[src/rtl/rs_sched_pkg.sv]
// Shared types and helpers for the reservation-station issue scheduler.
package rs_sched_pkg;

  localparam int NUM_RS_DEFAULT = 4;
  localparam int IDX_W_DEFAULT  = $clog2(NUM_RS_DEFAULT);

  typedef logic [NUM_RS_DEFAULT-1:0] rs_vec_t;
  typedef logic [IDX_W_DEFAULT-1:0]  rs_idx_t;

  function automatic rs_idx_t onehot_to_idx(input rs_vec_t v);
    rs_idx_t r;
    r = '0;
    for (int i = 0; i < NUM_RS_DEFAULT; i++)
      if (v[i]) r = r | rs_idx_t'(i);
    return r;
  endfunction

endpackage

[src/rtl/rs_issue_scheduler_rr_picker.sv]
// Rotating priority encoder: first set bit at or after ptr_i, wrapping.
module rs_rr_picker #(
  parameter int N  = 4,
  parameter int IW = $clog2(N)
) (
  input  logic [N-1:0]  vec_i,
  input  logic [IW-1:0] ptr_i,
  output logic [N-1:0]  onehot_o,
  output logic [IW-1:0] idx_o,
  output logic          found_o
);

  logic [IW-1:0] k;

  always_comb begin
    onehot_o = '0;
    idx_o    = '0;
    found_o  = 1'b0;
    k        = '0;
    for (int off = 0; off < N; off++) begin
      k = IW'((int'(ptr_i) + off) % N);
      if (!found_o && vec_i[k]) begin
        onehot_o[k] = 1'b1;
        idx_o       = k;
        found_o     = 1'b1;
      end
    end
  end

endmodule

[src/rtl/rs_issue_scheduler.sv]
// RS bank controller: round-robin allocation plus oldest-ready issue
// selection driven by a pairwise age matrix.
module rs_issue_scheduler
  import rs_sched_pkg::*;
#(
  parameter int NUM_RS     = NUM_RS_DEFAULT,
  parameter int ROBsize    = 32,
  parameter int ROBsizeLog = $clog2(ROBsize + 1),
  parameter int IDX_W      = $clog2(NUM_RS)
) (
  input  logic              clk_i,
  input  logic              reset_n_i,
  input  logic              flush_i,
  input  logic              alloc_req_i,
  input  logic [NUM_RS-1:0] rs_busy_i,
  input  logic [NUM_RS-1:0] rs_ready_i,
  output logic [NUM_RS-1:0] alloc_grant_o,
  output logic              stall_o,
  input  logic              fu_ready_i,
  output logic [NUM_RS-1:0] issue_sel_o,
  output logic [IDX_W-1:0]  issue_idx_o,
  output logic              issue_valid_o
);

  if (NUM_RS < 2 || ROBsizeLog < 1) begin : g_bad_cfg
    $error("rs_issue_scheduler: bad NUM_RS/ROBsize");
  end

  // older_q[j][i] = 1 when entry j was allocated before entry i
  logic [NUM_RS-1:0][NUM_RS-1:0] older_q, older_d;
  logic [IDX_W-1:0] rr_ptr_q, rr_ptr_d;

  logic [NUM_RS-1:0] pick_oh, cand, win_raw, winner;
  logic [NUM_RS-1:0] issue_sel, alloc_grant;
  logic [IDX_W-1:0]  pick_idx, win_idx;
  logic              pick_found, alloc_fire, issue_en;

  rs_rr_picker #(.N(NUM_RS), .IW(IDX_W)) u_alloc_pick (
    .vec_i    (~rs_busy_i),
    .ptr_i    (rr_ptr_q),
    .onehot_o (pick_oh),
    .idx_o    (pick_idx),
    .found_o  (pick_found)
  );

  always_comb begin
    cand    = rs_busy_i & rs_ready_i;
    win_raw = '0;
    for (int k = 0; k < NUM_RS; k++) begin
      win_raw[k] = cand[k];
      for (int j = 0; j < NUM_RS; j++)
        if (cand[j] && older_q[j][k]) win_raw[k] = 1'b0;
    end
  end

  // equal-age survivors (after reset/flush) fall to the lowest index
  assign winner = win_raw & (~win_raw + NUM_RS'(1));

  if (NUM_RS == NUM_RS_DEFAULT) begin : g_enc_pkg
    assign win_idx = onehot_to_idx(winner);
  end else begin : g_enc_loop
    always_comb begin
      win_idx = '0;
      for (int k = 0; k < NUM_RS; k++)
        if (winner[k]) win_idx = IDX_W'(k);
    end
  end

  assign issue_en    = fu_ready_i & ~flush_i & reset_n_i;
  assign issue_sel   = winner & {NUM_RS{issue_en}};
  assign alloc_fire  = alloc_req_i & pick_found & ~flush_i & reset_n_i;
  assign alloc_grant = pick_oh & {NUM_RS{alloc_fire}};

  assign alloc_grant_o = alloc_grant;
  assign stall_o       = (&rs_busy_i) & reset_n_i;
  assign issue_sel_o   = issue_sel;
  assign issue_idx_o   = win_idx & {IDX_W{reset_n_i}};
  assign issue_valid_o = |issue_sel;

  always_comb begin
    older_d  = older_q;
    rr_ptr_d = rr_ptr_q;
    if (flush_i) begin
      older_d = '0;
    end else if (alloc_fire) begin
      rr_ptr_d = (pick_idx == IDX_W'(NUM_RS - 1)) ? '0
                 : pick_idx + IDX_W'(1);
      // an entry leaving this cycle is not older than the newcomer
      for (int j = 0; j < NUM_RS; j++) begin
        if (alloc_grant[j])
          older_d[j] = '0;
        else
          older_d[j] = (older_q[j] & ~alloc_grant)
                     | (alloc_grant
                        & {NUM_RS{rs_busy_i[j] & ~issue_sel[j]}});
      end
    end
  end

  always_ff @(posedge clk_i or negedge reset_n_i) begin
    if (!reset_n_i) begin
      older_q  <= '0;
      rr_ptr_q <= '0;
    end else begin
      older_q  <= older_d;
      rr_ptr_q <= rr_ptr_d;
    end
  end

endmodule
[config.mk]
export PLATFORM = sky130hd
export DESIGN_NAME = rs_issue_scheduler
export DESIGN_NICKNAME = d
export VERILOG_FILES = /design/src/rtl/rs_sched_pkg.sv /design/src/rtl/rs_issue_scheduler_rr_picker.sv /design/src/rtl/rs_issue_scheduler.sv
export SDC_FILE = /design/constraint.sdc
export NUM_CORES = 1
export LEC_CHECK = 0
export ABC_AREA = 1
export BUFFER_PORTS_ARGS = -buffer_cell sky130_fd_sc_hd__buf_2
export CORE_MARGIN = 10
export CORE_UTILIZATION = 41
export CTS_CLUSTER_SIZE = 12
export DETAILED_ROUTE_END_ITERATION = 16
export GPL_TIMING_DRIVEN = 0
export PLACE_DENSITY = 0.72
export REMOVE_ABC_BUFFERS = 1
export SKIP_LAST_GASP = 1
export SYNTH_ARGS = -nofsm -noshare
export SYNTH_HDL_FRONTEND = slang
export SYNTH_HIERARCHICAL = 1
export SYNTH_SLANG_ARGS = --single-unit
[constraint.sdc]
create_clock -name clk_i -period 2.8 [get_ports clk_i]
set_clock_uncertainty 0.15 [all_clocks]
set_input_delay 0.56 -clock clk_i [delete_from_list [all_inputs] [get_ports clk_i]]
set_output_delay 0.56 -clock clk_i [all_outputs]
set_load 0.02 [all_outputs]
After elaboration in Yosys (flattened, before gate mapping)
Cells that the tools add are included.
- flip-flop bits (word level): 18
- output and inout bits: 12
- add/subtract/negate cells: 5
- magnitude comparators: 8
- eq/ne operators: 1
- multiplexer cells: 54
- bitwise logic cells: 38
- reductions and logical operators: 30
- operator list (operator ; count):
    $and A4 B4 Y4 ; 12
    $mux W16 ; 2
    $mux W4 ; 8
    $mux W1 ; 29
    $or A4 B4 Y4 ; 7
    $logic_and A1 B1 Y1 ; 23
    $mux W2 ; 7
    $lt A2 B3 Y1 const B ; 4
    $not A4 Y4 ; 3
    $and A1 B1 Y1 ; 10
    $bmux W1 S2 ; 4
    $demux W1 S2 ; 4
    $ge A2 B1 Y1 const B ; 4
    $not A1 Y1 ; 5
    $add A2 B1 Y2 const B ; 2
    $add A2 B2 Y2 const B ; 2
    $add A4 B1 Y4 const B ; 1
    $reduce_and A4 Y1 ; 1
    $reduce_or A4 Y1 ; 1
    $logic_not A1 Y1 ; 3
    $and A2 B2 Y2 ; 1
    $eq A2 B2 Y1 const B ; 1
    $reduce_and A2 Y1 ; 1
    $reduce_bool A2 Y1 ; 1

Logic depth before layout (Yosys ltp)
- depth after elaboration: 23
- depth in mapped cells: 15
- gate-level depth less buffers: 14

Hierarchy
The synthesis kept the hierarchy.
- by module, submodules not included (module ; instances ; cells each ; area each (µm²)):
    rs_issue_scheduler ; 1 ; 176 ; 1216.2
    rs_rr_picker ; 1 ; 74 ; 440.4

Worst setup path before layout
Ideal clock, no wire load.
- path kind: reg-to-output
- from: register rr_ptr_q[0]
- to: output alloc_grant_o[3]
- arrival: 2.009 ns
- data required time: 2.090 ns
- slack: 0.081 ns
- cell stages (with the launch flop): 13
- path buffers: 1
- cells stage by stage: dfrtp_1 > inv_2 > ha_1 > inv_1 > nand2_1 > nand2_2 > nor2_4 > buf_6 > nand4_1 > nand3_4 > inv_4 > nand2_2 > clkinv_1
- cells in the longest elaborated chain, start to end: 16
- elaborated cells between the ends (all ways): 52
- classes of those cells: 3 x add/sub; 8 x order compare; 24 x mux; 7 x bitwise; 10 x reduce/logical
- ends and longest elaborated chain (what ; RTL line ; RTL):
    from (decl) ; rs_issue_scheduler.sv:31 ; logic [IDX_W-1:0] rr_ptr_q, rr_ptr_d;
    from (signal assigned) ; rs_issue_scheduler.sv:106 ; rr_ptr_q <= rr_ptr_d;
    parallel branches: the longest is 11 deep, another holds $add A2 B1 Y2 ; -- ;
    $mux W1 * ; rs_issue_scheduler_rr_picker.sv:22 ; if (!found_o && vec_i[k]) begin
    named net pick_found ; rs_issue_scheduler.sv:36 ; logic pick_found, alloc_fire, issue_en;
    $and A1 B1 Y1 * (3 in a row) ; rs_issue_scheduler.sv:71 ; assign alloc_fire = alloc_req_i & pick_found & ~flush_i & reset_n_i;
    $and A4 B4 Y4 * ; rs_issue_scheduler.sv:72 ; assign alloc_grant = pick_oh & {NUM_RS{alloc_fire}};
    to (decl) ; rs_issue_scheduler.sv:17 ; output logic [NUM_RS-1:0] alloc_grant_o,
Mark *: on every way through the listed nets, which the timed path passes. The select of a mux whose other input is x is not followed.

Worst setup path in the final report
- from: register rr_ptr_q[0]
- to: output alloc_grant_o[0]
- elaborated cells between the ends (all ways): 52
- classes of those cells: 3 x add/sub; 8 x order compare; 24 x mux; 7 x bitwise; 10 x reduce/logical
- RTL lines (what ; RTL line ; RTL):
    parallel branches: the longest is 11 deep, another holds $lt A2 B3 Y1 ; -- ;
    $mux W4 * ; rs_issue_scheduler_rr_picker.sv:22 ;
    named net pick_oh[0] ; rs_issue_scheduler.sv:33 ; logic [NUM_RS-1:0] pick_oh, cand, win_raw, winner;
    $and A4 B4 Y4 * ; rs_issue_scheduler.sv:72 ;
Marks and branches as above.

==> implementation parameters <==
Parameter                              Value

Drt
  Vias after detailed routing ... 1854
  Drc violations ... 0
  Number of DRC violations after detailed-routing iteration 0 ... 128
  Routed length per instance ... about 14 um
  Post-detailed-routing wire length ... 5080 um
  DRT antenna net count ... 0
  Count of TritonRoute iterations in the first routing pass ... 4
  Via density per instance ... around 5.3

Layout
  Number of antenna repair diodes ... 0
  Fraction of final layout cells with drive strength greater than 1 ... 0.361
  Final instance area ... 2250 um^2
  Fill cells ... ~340
  # nets final ... 322
  Area added between synthesis and finish ... 35.6%

Timing
  Period utilization ... 0.995
  Slew Limit Headroom ... 0.817
  Final worst path period need ... around 2800 ps
  Count of final max-slew check failures ... 0
  Worst Slack Setup Final ... 15.1 ps
  Highest Clock Rate ... 359 MHz
  Total setup violations reported at the end of the flow ... 0
  Unrepaired setup endpoints after global routing ... true
  Count of final hold-check violations ... 0
  Worst-margin pin slew ... about 280 ps

Hold path
  Type of the tightest min-delay check ... in2async

Logic synthesis
  Part of the Yosys area used for sequential elements ... 0.272
  Most instantiated flip-flop cell in the synthesis netlist ... dfrtp_1
  Synth area leader ... dfrtp_1
  Post-synthesis instance total ... 250
  Count of flip-flops with a built-in enable after synthesis ... 0
  Post-synthesis sequential element count ... 18
  Most numerous cell in the Yosys netlist ... nand2_1
  Fraction of registers with async set/reset ... 1.00
  Synth top cells by count ... nand2_1, nand3_1, inv_1
  Post-Synthesis Cell Area ... ~1700 um^2
  Synthesized area divided by synthesized cell count ... 6.63 um^2
  Biggest area contributors in the synthesized netlist ... dfrtp_1, nand2_1, nand3_1, inv_1, nor2_1
  Number of distinct library cells after synthesis ... 27
  Portion of synthesized cell area occupied by the leading cell type ... 0.272
  Count of yosys warnings during synthesis ... 6

Critical path
  Required time of the worst setup path ... 2090 ps
  Crit start category ... flip-flop
  Highest net fanout along the worst path ... 5
  Worst setup EP type ... output pin
  Arrival time worst endpoint ... 2070 ps
  Class of the most critical setup path ... reg2out

Flow run
  Max-cap check violation count ... 0

CTS
  Clock transition at the register clock pins on the worst setup and hold paths after CTS ... roughly 70 ps
  Max Root-Sink Buffers ... 2
  Num Clock Sinks ... 18
  Source-to-sink clock delay at the later pin of the worst-skew pair ... 260 ps
  Root Buffer ... clkbuf_8
  CTS hold repair buffers ... 0
  H-tree levels ... 1
  Total clock buffers created by CTS ... 3
  TritonCTS clock tree ... built

Place
  Post-detailed-placement cell area ... 1830 um^2
  DP Worst Slack ... -380 ps
  Post-DP HPWL ... 3370 um
  Port Buffers ... 24
  RD Place Congestion ... 0.913

Floorplanning
  I/O pin total ... 25
  Horizontal die dimension ... 83.6 um
  Count of standard-cell rows ... 23
  Total Die Area ... 6980 um^2
  Effective utilization at floorplan ... 0.420
  Core footprint ... 3940 um^2
  Die height ... 83.6 um

Status
  Outcome ... finished, final reports clean

Power and ir drop
  Max rail drop VDD ... 369 uV
  Power per Cell Area ... 939 nW/um^2
  Static leakage power ... 1.18 nW

GRT
  GRT Resource Usage Total ... 0.133
  Wire length of the first global-routing pass ... 8000 um
  Initial antenna violation count ... 0
  Pin count of the biggest net entering global routing ... 20
  Number of global-route vias before repair ... approximately 1800
  Global-route congestion overflow total ... 0
-- state kept, by name, summed over array words and instances, names as in the netlist --
signal    flops
older_q      16
rr_ptr_q      2
-- layer usage --
layer,share of wire,global-route usage,vias up
met1,0.43,0.159,857
met5,0,0,-
met4,0.026,0.0518,0
li1,-,-,914
met3,0.064,0.0371,18
met2,0.48,0.220,65
-- worst max-delay path, stage by stage (launching register included) --
cell       delay (ps)
dfrtp_2           410
clkinv_4           80
ha_4              300
inv_4              50
nand2_2            60
nand2_2            60
nor2_4            170
clkbuf_16         170
nand3_1            80
nand3_2           100
inv_2              70
nor2_4            100
buf_4             150
-- cell families (layout without fill, tap and decap cells) --
family                     count (synthesis)  in the layout  share of synthesized area
AOI/OAI and AO/OA                         24             24                     0.0816
adders and majority gates                  6              6                     0.0453
buffers and inverters                     36             88                     0.0876
DFF                                       18             18                      0.272
and+or+nand+nor                          166            166                      0.514
-- placed cells by master, fill, tap and decap left out, drive strengths merged --
cell,Yosys,layout
nand4,8,8
clkinv,1,2
nor3,2,2
nor3b,1,1
clkbuf,0,7
nand2,81,81
ha,6,6
o31ai,1,1
dfrtp,18,18
o211ai,1,1
a21oi,12,12
buf,1,46
o21ai,6,6
nand3,35,35
a21boi,4,4
or2,1,1
inv,34,33
nor2,38,38
-- repair_timing --
action,4_1_cts,5_1_grt
resized for setup,20,19
buffers inserted,9,15
endpoints found under the setup margin,5,5
cloned,0,1
pin swaps,6,9
-- through the flow --
| stage | hold slack [ps] | total power (W) | TNS (ps) | util | std cells |
|---|---|---|---|---|---|
| 2_1_floorplan | 114 | 0.00109 | 0 | - | 249 |
| 3_3_place_gp | 338 | 0.00128 | -1330 | 0.464 | 323 |
| 3_5_place_dp | 345 | 0.00129 | -1390 | 0.464 | 323 |
| 4_1_cts | 90.9 | 0.00176 | -17.5 | 0.520 | 336 |
| 5_1_grt | 58.6 | 0.00225 | -348 | 0.570 | 352 |
| 6_report | 42.6 | 0.00211 | 0 | 0.570 | 352 |
-- area by class of cell --
type / instances / area, um^2 / area share
clock buffer: 4 / 55.1 / 0.0245
multi-input combinational: 196 / 1150 / 0.513
timing repair buffer: 49 / 373 / 0.166
tap: 50 / 62.6 / 0.0279
sequential: 18 / 453 / 0.202
inverter: 35 / 150 / 0.0669
-- worst paths after layout --
| check | start | to | slack [ps] | cells after the start |
|---|---|---|---|---|
| min | reset_n_i | older_q[0]$_DFFE_PN0P_ | 40 | 1 |
| min reg2reg | older_q[10]$_DFFE_PN0P_ | older_q[10]$_DFFE_PN0P_ | 350 | 2 |
| max | rr_ptr_q[0]$_DFFE_PN0P_ | alloc_grant_o[0] | 20 | 12 |
| min in group clk_i | older_q[10]$_DFFE_PN0P_ | older_q[10]$_DFFE_PN0P_ | 350 | 2 |
| max in group asynchronous | reset_n_i | rr_ptr_q[1]$_DFFE_PN0P_ | 2210 | 1 |
| max reg2reg | rr_ptr_q[0]$_DFFE_PN0P_ | older_q[11]$_DFFE_PN0P_ | 490 | 13 |
-- power by group --
part / internal [W] / leakage [nW] / switching, W
combinational: 0.000650 / 0.906 / 0.000880
clock: 0.000125 / 0.0288 / 0.0000907
sequential: 0.000314 / 0.244 / 0.0000487
total: 0.00109 / 1.18 / 0.00102
Note: power is estimated with default switching activity, not from simulation.
